`config.mk`:
```
export PLATFORM = sky130hd
export DESIGN_NAME = wb_write_ctrl
export DESIGN_NICKNAME = d
export VERILOG_FILES = /design/src/rtl/wb_write_ctrl.sv
export SDC_FILE = /design/constraint.sdc
export NUM_CORES = 1
export LEC_CHECK = 0
export ABC_AREA = 1
export BUFFER_PORTS_ARGS = -buffer_cell sky130_fd_sc_hd__clkbuf_2
export CORE_MARGIN = 3
export CORE_UTILIZATION = 40
export CTS_BUF_LIST = sky130_fd_sc_hd__clkbuf_4 sky130_fd_sc_hd__clkbuf_8
export CTS_CLUSTER_SIZE = 16
export DETAILED_ROUTE_END_ITERATION = 10
export PLACE_DENSITY = 0.66
export RECOVER_POWER = 50
export SYNTH_ARGS = -nofsm -noshare
export SYNTH_HDL_FRONTEND = slang
export SYNTH_SLANG_ARGS = --single-unit
```
`constraint.sdc`:
```
create_clock -name CLK -period 3.65 [get_ports CLK]
set_input_delay 0.365 -clock CLK [delete_from_list [all_inputs] [get_ports CLK]]
set_output_delay 0.365 -clock CLK [all_outputs]
set_load 0.02 [all_outputs]
```
`src/rtl/wb_write_ctrl.sv`:
```
// Register-file writeback controller: merges the ALU and the buffered LSU/MUL completions onto one write port.
// Optional macro WB_X0_FILTER_EN suppresses the write enable for rd=0 winners.
module wb_write_ctrl #(
  parameter int unsigned ADDR_WIDTH   = 5,
  parameter int unsigned DATA_WIDTH   = 32,
  parameter int unsigned FIFO_DEPTH   = 4,
  parameter int unsigned STARVE_LIMIT = 3
) (
  input  logic                        CLK,
  input  logic                        RESET,
  input  logic                        ALU_VALID,
  input  logic [ADDR_WIDTH-1:0]       ALU_RD,
  input  logic [DATA_WIDTH-1:0]       ALU_DATA,
  input  logic                        LSU_VALID,
  output logic                        LSU_READY,
  input  logic [ADDR_WIDTH-1:0]       LSU_RD,
  input  logic [DATA_WIDTH-1:0]       LSU_DATA,
  input  logic                        ISSUE_VALID,
  input  logic [ADDR_WIDTH-1:0]       ISSUE_RD,
  output logic [(1<<ADDR_WIDTH)-1:0]  BUSY,
  output logic                        ALU_STALL,
  output logic                        WEN,
  output logic [ADDR_WIDTH-1:0]       RD_SEL,
  output logic [DATA_WIDTH-1:0]       WB_DATA
);

  localparam int unsigned NREG  = 1 << ADDR_WIDTH;
  localparam int unsigned PTR_W = (FIFO_DEPTH > 1) ? $clog2(FIFO_DEPTH) : 1;
  localparam int unsigned CNT_W = $clog2(FIFO_DEPTH + 1);
  localparam int unsigned STV_W = $clog2(STARVE_LIMIT + 1);
  localparam int unsigned ENT_W = ADDR_WIDTH + DATA_WIDTH;

  logic [ENT_W-1:0]      mem_q [FIFO_DEPTH];
  logic [ENT_W-1:0]      mem_d [FIFO_DEPTH];
  logic [PTR_W-1:0]      wptr_q, wptr_d, rptr_q, rptr_d;
  logic [CNT_W-1:0]      count_q, count_d;
  logic [STV_W-1:0]      starve_q, starve_d;
  logic                  stall_q, stall_d;
  logic [NREG-1:0]       busy_q, busy_d;
  logic                  wen_q, wen_d;
  logic [ADDR_WIDTH-1:0] rd_q, rd_d;
  logic [DATA_WIDTH-1:0] data_q, data_d;

  logic                  push_c, pop_c, fifo_empty_c, win_c, wr_en_c;
  logic [ADDR_WIDTH-1:0] head_rd_c, win_rd_c;
  logic [DATA_WIDTH-1:0] head_data_c, win_data_c;

  assign fifo_empty_c = (count_q == '0);
  assign LSU_READY    = (count_q < CNT_W'(FIFO_DEPTH)) && !RESET;
  assign push_c       = LSU_VALID && LSU_READY;
  assign pop_c        = !ALU_VALID && !fifo_empty_c;
  assign head_rd_c    = mem_q[rptr_q][DATA_WIDTH +: ADDR_WIDTH];
  assign head_data_c  = mem_q[rptr_q][DATA_WIDTH-1:0];

  // ALU has absolute priority; the FIFO head only drains on idle ALU cycles.
  assign win_c      = ALU_VALID || pop_c;
  assign win_rd_c   = ALU_VALID ? ALU_RD   : head_rd_c;
  assign win_data_c = ALU_VALID ? ALU_DATA : head_data_c;

`ifdef WB_X0_FILTER_EN
  assign wr_en_c = win_c && (win_rd_c != '0);
`else
  assign wr_en_c = win_c;
`endif

  // Completion FIFO: pointers wrap naturally since depth is a power of two.
  always_comb begin
    mem_d  = mem_q;
    wptr_d = wptr_q;
    rptr_d = rptr_q;
    if (push_c) begin
      mem_d[wptr_q] = {LSU_RD, LSU_DATA};
      wptr_d        = wptr_q + PTR_W'(1);
    end
    if (pop_c) begin
      rptr_d = rptr_q + PTR_W'(1);
    end
    count_d = count_q + CNT_W'(push_c) - CNT_W'(pop_c);
  end

  // Write port; address and data hold whenever nothing is written.
  always_comb begin
    wen_d  = wr_en_c;
    rd_d   = rd_q;
    data_d = data_q;
    if (wr_en_c) begin
      rd_d   = win_rd_c;
      data_d = win_data_c;
    end
  end

  // Starvation tracking: a non-empty FIFO without a pop means the ALU won.
  always_comb begin
    starve_d = starve_q;
    stall_d  = stall_q;
    if (pop_c) begin
      starve_d = '0;
      stall_d  = 1'b0;
    end else if (fifo_empty_c) begin
      starve_d = '0;
    end else begin
      if (starve_q != STV_W'(STARVE_LIMIT)) begin
        starve_d = starve_q + STV_W'(1);
      end
      if (starve_d == STV_W'(STARVE_LIMIT)) begin
        stall_d = 1'b1;
      end
    end
  end

  // Scoreboard: the set is applied after the clear so a same-cycle reissue wins.
  always_comb begin
    busy_d = busy_q;
    if (pop_c) begin
      busy_d[head_rd_c] = 1'b0;
    end
    if (ISSUE_VALID && (ISSUE_RD != '0)) begin
      busy_d[ISSUE_RD] = 1'b1;
    end
  end

  always_ff @(posedge CLK) begin
    if (RESET) begin
      mem_q    <= '{default: '0};
      wptr_q   <= '0;
      rptr_q   <= '0;
      count_q  <= '0;
      starve_q <= '0;
      stall_q  <= 1'b0;
      busy_q   <= '0;
      wen_q    <= 1'b0;
      rd_q     <= '0;
      data_q   <= '0;
    end else begin
      mem_q    <= mem_d;
      wptr_q   <= wptr_d;
      rptr_q   <= rptr_d;
      count_q  <= count_d;
      starve_q <= starve_d;
      stall_q  <= stall_d;
      busy_q   <= busy_d;
      wen_q    <= wen_d;
      rd_q     <= rd_d;
      data_q   <= data_d;
    end
  end

  assign BUSY      = busy_q;
  assign ALU_STALL = stall_q;
  assign WEN       = wen_q;
  assign RD_SEL    = rd_q;
  assign WB_DATA   = data_q;

endmodule

```
Word-level counts from Yosys, hierarchy flattened:

Cells that the tools add are included.

* flip-flop bits (word level): 228
* input port bits: 84
* output and inout bits: 72
* word-level logic and storage cells: 67

* add/sub/neg operators: 5
* order comparisons: 8
* equality and inequality tests: 2
* multiplexer cells: 17
* bitwise operators: 6
* reduce and logical (&&, ||, !) cells: 16

Operators by type and width (number)
* 148-bit bitwise mux: 1
* 37-bit two-way mux: 3
* 32-bit two-way mux: 3
* 37-bit binary-select mux with 2-bit select: 1
* 37-bit demux with 2-bit select: 1
* 32-bit AND: 1
* 32-bit NOT: 1
* 32-bit OR: 1
* 5-bit by 6-bit < comparator with 1-bit output (second input constant): 2
* 1-bit demux with 5-bit select: 2
* 5-bit by 1-bit greater-or-equal comparator with 1-bit output (second input constant): 2
* 1-bit logical AND: 7
* 2-bit by 1-bit adder with 2-bit output (second input constant): 3
* 3-bit greater-or-equal comparator (second input constant): 2
* 2-bit two-way mux: 3
* 2-bit NOT with 3-bit output: 2
* 5-bit two-way mux: 1
* 5-bit nonzero test: 1
* 3-bit by 1-bit adder with 3-bit output: 1
* 1-bit logical NOT: 3
* 3-bit logical NOT: 1
* 3-bit by 1-bit < comparator with 1-bit output (second input constant): 1
* 3-bit < comparator (second input constant): 1
* 3-bit OR reduction: 1
* 8 further kinds: 9

Logic depth before layout (Yosys ltp):

* word-level depth: 13
* gate-level depth with buffers: 12

Worst setup path after synthesis:

OpenSTA, ideal clock, no wires.

* path type: register to register
* from: register count_q[2]
* to: register count_q[1]
* setup time: 0.128 ns
* arrival time: 1.723 ns
* required time: 3.522 ns
* path slack: 1.799 ns
* cell stages (with the launch flop): 12
* buffers on the path: 2
* period minus slack after synthesis: 1.851 ns
* cell sequence: dfxtp_1 -> nor2_4 -> nand2_4 -> inv_2 -> buf_6 -> buf_2 -> nand2_1 -> nand2_1 -> ha_1 -> fa_1 -> inv_1 -> nor2_1

* word-level cells in the longest chain between the ends: 5
* elaborated cells between the ends (all ways): 8
* those cells by class: add/sub: 2; order compare: 1; reduce/logical: 5

RTL lines
* start: declaration: RTL line 36 `logic [CNT_W-1:0] count_q, count_d;`
* start signal: assignment: RTL line 138 `count_q <= count_d;`
* 3-bit < comparator: RTL line 49 `assign LSU_READY = (count_q < CNT_W'(FIFO_DEPTH)) && !RESET;`
* 1-bit logical AND: RTL line 49
* via LSU_READY: RTL line 15 `output logic LSU_READY,`
* 1-bit logical AND: RTL line 50 `assign push_c = LSU_VALID && LSU_READY;`
* 3-bit by 1-bit adder with 3-bit output: RTL line 78 `count_d = count_q + CNT_W'(push_c) - CNT_W'(pop_c);`
* 3-bit by 1-bit subtractor with 3-bit output: RTL line 78
* via count_d[1]: RTL line 36

The timed path passes the listed nets, and every way through them passes these cells.
A chain may end at the register's enable or synchronous reset.

==> flow_metrics.tcl <==
set metrics [dict create \
    status "complete, but fails checks" \
    violations "capacitance limit, slew limit" \
    leakage_nw 4.111 \
    hold_viol_final 0 \
    period_minus_slack_ns 2.927 \
    hold_slack_ns 0.07706 \
    core-area_sq_um 23890 \
    start_kind "primary input" \
    dpl.cell_count 1744 \
    finalMaxSlewViolations 75 \
    drt_iter0_drc 915 \
    hold_class "in2reg" \
    wl_per_cell_microns 16.16 \
    track_usage_pct 21.25 \
    diodes 0 \
    ir_drop_v 0.0002567 \
    setup-violations-final 0 \
    cts_buffers 40 \
    synthCells 1359 \
    ys_types 31 \
    r2r-end "mem_q[35]" \
    setup_slack_ns 0.7233 \
    clk_pin_slew_worst_paths_ns 0.06 \
    dp_slack_ns 1.286 \
    rsz0062_at_grt "false" \
    max_freq_mhz 341.7 \
    areaGrowthSynthToFinish_pct 15.77 \
    drive_gt1_share_pct 14.18 \
    cts_resized 0 \
    period_share_pct 80.18 \
    final_common_cell "nand2_1" \
    port_buffers 155 \
    synth.cell_area_sq_um 9915 \
    cap_viol_max_count 1 \
    worstSkewPairLatency_ns 0.54 \
    synth-seq-area-share_pct 46.04 \
    cts_root_buf "clkbuf_8" \
    grt_pass1_wl_microns 46530 \
    dr_total_vias 9644 \
    vias_per_cell 5.316 \
    die-area_sq_um 26710 \
    reg2reg_setup_slack_ns 1.07 \
    critical-path-max-stage-delay_ns 1.11 \
    worst-path-max-fanout 74 \
    post_cts_buffers 0 \
    maxSlewHeadroom_pct -5.341 \
    syn_area_per_cell_sq_um 7.295 \
    syn_nets 1449 \
    start_util_pct 41.50 \
    worst-path-stages 6 \
    rows 56 \
    cts_tree "yes" \
    final_nets 1557 \
    synth_area_leader_cell "dfxtp_1" \
    clockBufferDepth 3 \
    worst_r2r_startpoint "count_q[2]" \
    power_density_nw_per_um2 616.5 \
    numClockSinks 228 \
    ios 156 \
    tns_ns 0 \
    grt_pass1_vias 8924 \
    post-route-util_pct 48.04 \
    multi_input_area_sq_um 4582 \
    hold_buffers 0 \
    gp_congestion 0.8172 \
    netlist.area_leader.share_pct 46.04 \
    route.detailed.drc 0 \
    layout_common_cells "nand2_1, dfxtp_1, a21oi_1" \
    worst_slew_pin_slew_ns 1.580 \
    ant_nets 0 \
    antenna_found_initial 0 \
    final_cells 1814 \
    worstRegToRegCells 7 \
    routed_wl_microns 29310 \
    dieHeight_microns 163.4 \
    nFillCells 2436 \
    crit_required_ns 4.01 \
    cpLargestDelayFamily "buffers and inverters" \
    arrival_ns 3.29 \
    die_w_microns 163.4 \
    yosysWarnings 0 \
    startpoint "RESET" \
    first_pass_iters 5 \
    dp_hpwl_microns 16980 \
    hold_path_startpoint "ALU_DATA[12]" \
    skew_ns 0.01757 \
    seqCellArea_sq_um 4569 \
    cp.buffers_inverters 4 \
    grt_max_degree 83 \
    endpoint "WB_DATA[19]" \
    htreeDepth 2 \
    path_cells "buf_4 > clkbuf_2 > inv_1 > buf_4 > o21ai_0 > a31oi_1" \
    end_kind "flip-flop" \
    crit_path_top_delay_cell "clkbuf_2" \
    grt_overflow_total 0 \
    crit_type "in2reg" \
    cpMostUsedCell "buf_4" \
    synth_seq_cells 228 \
    synth.area.top_cells "dfxtp_1, nand2_1, a21oi_1" \
]
-- metal layers --
| layer | wire [microns] | vias up | share of wire [%] | track usage (%) |
|---|---|---|---|---|
| met2 | 13470 | 322 | 46 | 34.44 |
| li1 | - | 4778 | - | - |
| met3 | 1972 | 45 | 6.7 | 3.500 |
| met1 | 13360 | 4499 | 46 | 29.34 |
| met5 | 0 | - | 0 | 0 |
| met4 | 506 | 0 | 1.7 | 5.998 |
-- worst min-delay path by stage --
stage	to	slack (ns)	depth (start not counted)
after floorplan	starve_q[0]	0.41	1
after global placement	starve_q[0]	0.42	1
after detailed placement	starve_q[0]	0.42	1
after CTS	WB_DATA[15]	0.06	3
after global routing	WB_DATA[17]	0.08	3
final	WB_DATA[12]	0.08	3
-- tightest hold or removal path: cells and delay by family --
family	cells	cell delay, ns
buf+inv	1	0.08
simple gates	1	0.05
compound gates	1	0.07
-- cells in the mapped netlist --
library cell,count
ha_1,5
nand4_1,3
buf_6,9
o22ai_1,1
buf_2,30
inv_2,5
a21oi_1,218
nor2_1,42
nand2_4,1
nand3_1,119
buf_4,9
nand2_1,336
a21oi_2,1
inv_1,55
nor4_1,1
nor2_4,5
buf_8,1
nand3_2,11
a31oi_1,37
o21ai_1,29
xor2_1,1
clkinv_1,1
clkbuf_1,49
nand2_2,5
nor2_2,7
fa_1,1
nor3_1,5
dfxtp_1,228
inv_4,1
o21ai_0,135
buf_1,8
-- registers in the layout, summed over array words and instances, names as in the netlist --
signal / count
ALU_STALL: 1
RD_SEL: 5
WEN: 1
count_q: 3
rptr_q: 2
BUSY: 32
mem_q: 148
starve_q: 2
WB_DATA: 32
wptr_q: 2
-- logic make-up (layout without fill, tap and decap cells) --
family	count (synthesis)	in the layout	synth area share (%)
and+or+nand+nor	535	535	23.37
AOI/OAI and AO/OA	421	421	21.77
DFF	228	228	46.04
buffers and inverters	168	304	7.900
adders and majority gates	6	6	0.8329
xor gates and xnor gates	1	1	0.08836
-- where the power goes --
| part | total (W) | internal [W] | switching, W | leakage (nW) |
|---|---|---|---|---|
| combinational | 0.00168 | 0.000470 | 0.00121 | 1.79 |
| clock | 0.00255 | 0.00152 | 0.00104 | 0.470 |
| sequential | 0.00284 | 0.00270 | 0.000144 | 1.85 |
-- stage by stage --
stage | instance area, sq um | total power (W)
floorplan | 9915 | 0.004118
CTS | 11580 | 0.007154
global route | 11480 | 0.007469
global placement | 10690 | 0.004589
finish | 11480 | 0.007077
detailed placement | 10690 | 0.004603
-- cell type report --
type / instances / area share, %
clock buffer: 67 / 7.325
clock inverter: 3 / 0.3815
inverter: 62 / 2.060
multi-input combinational: 963 / 39.92
sequential: 228 / 39.81
tap: 319 / 3.477
timing repair buffer: 172 / 7.031
No activity file was read; power rests on OpenSTA's default activity.
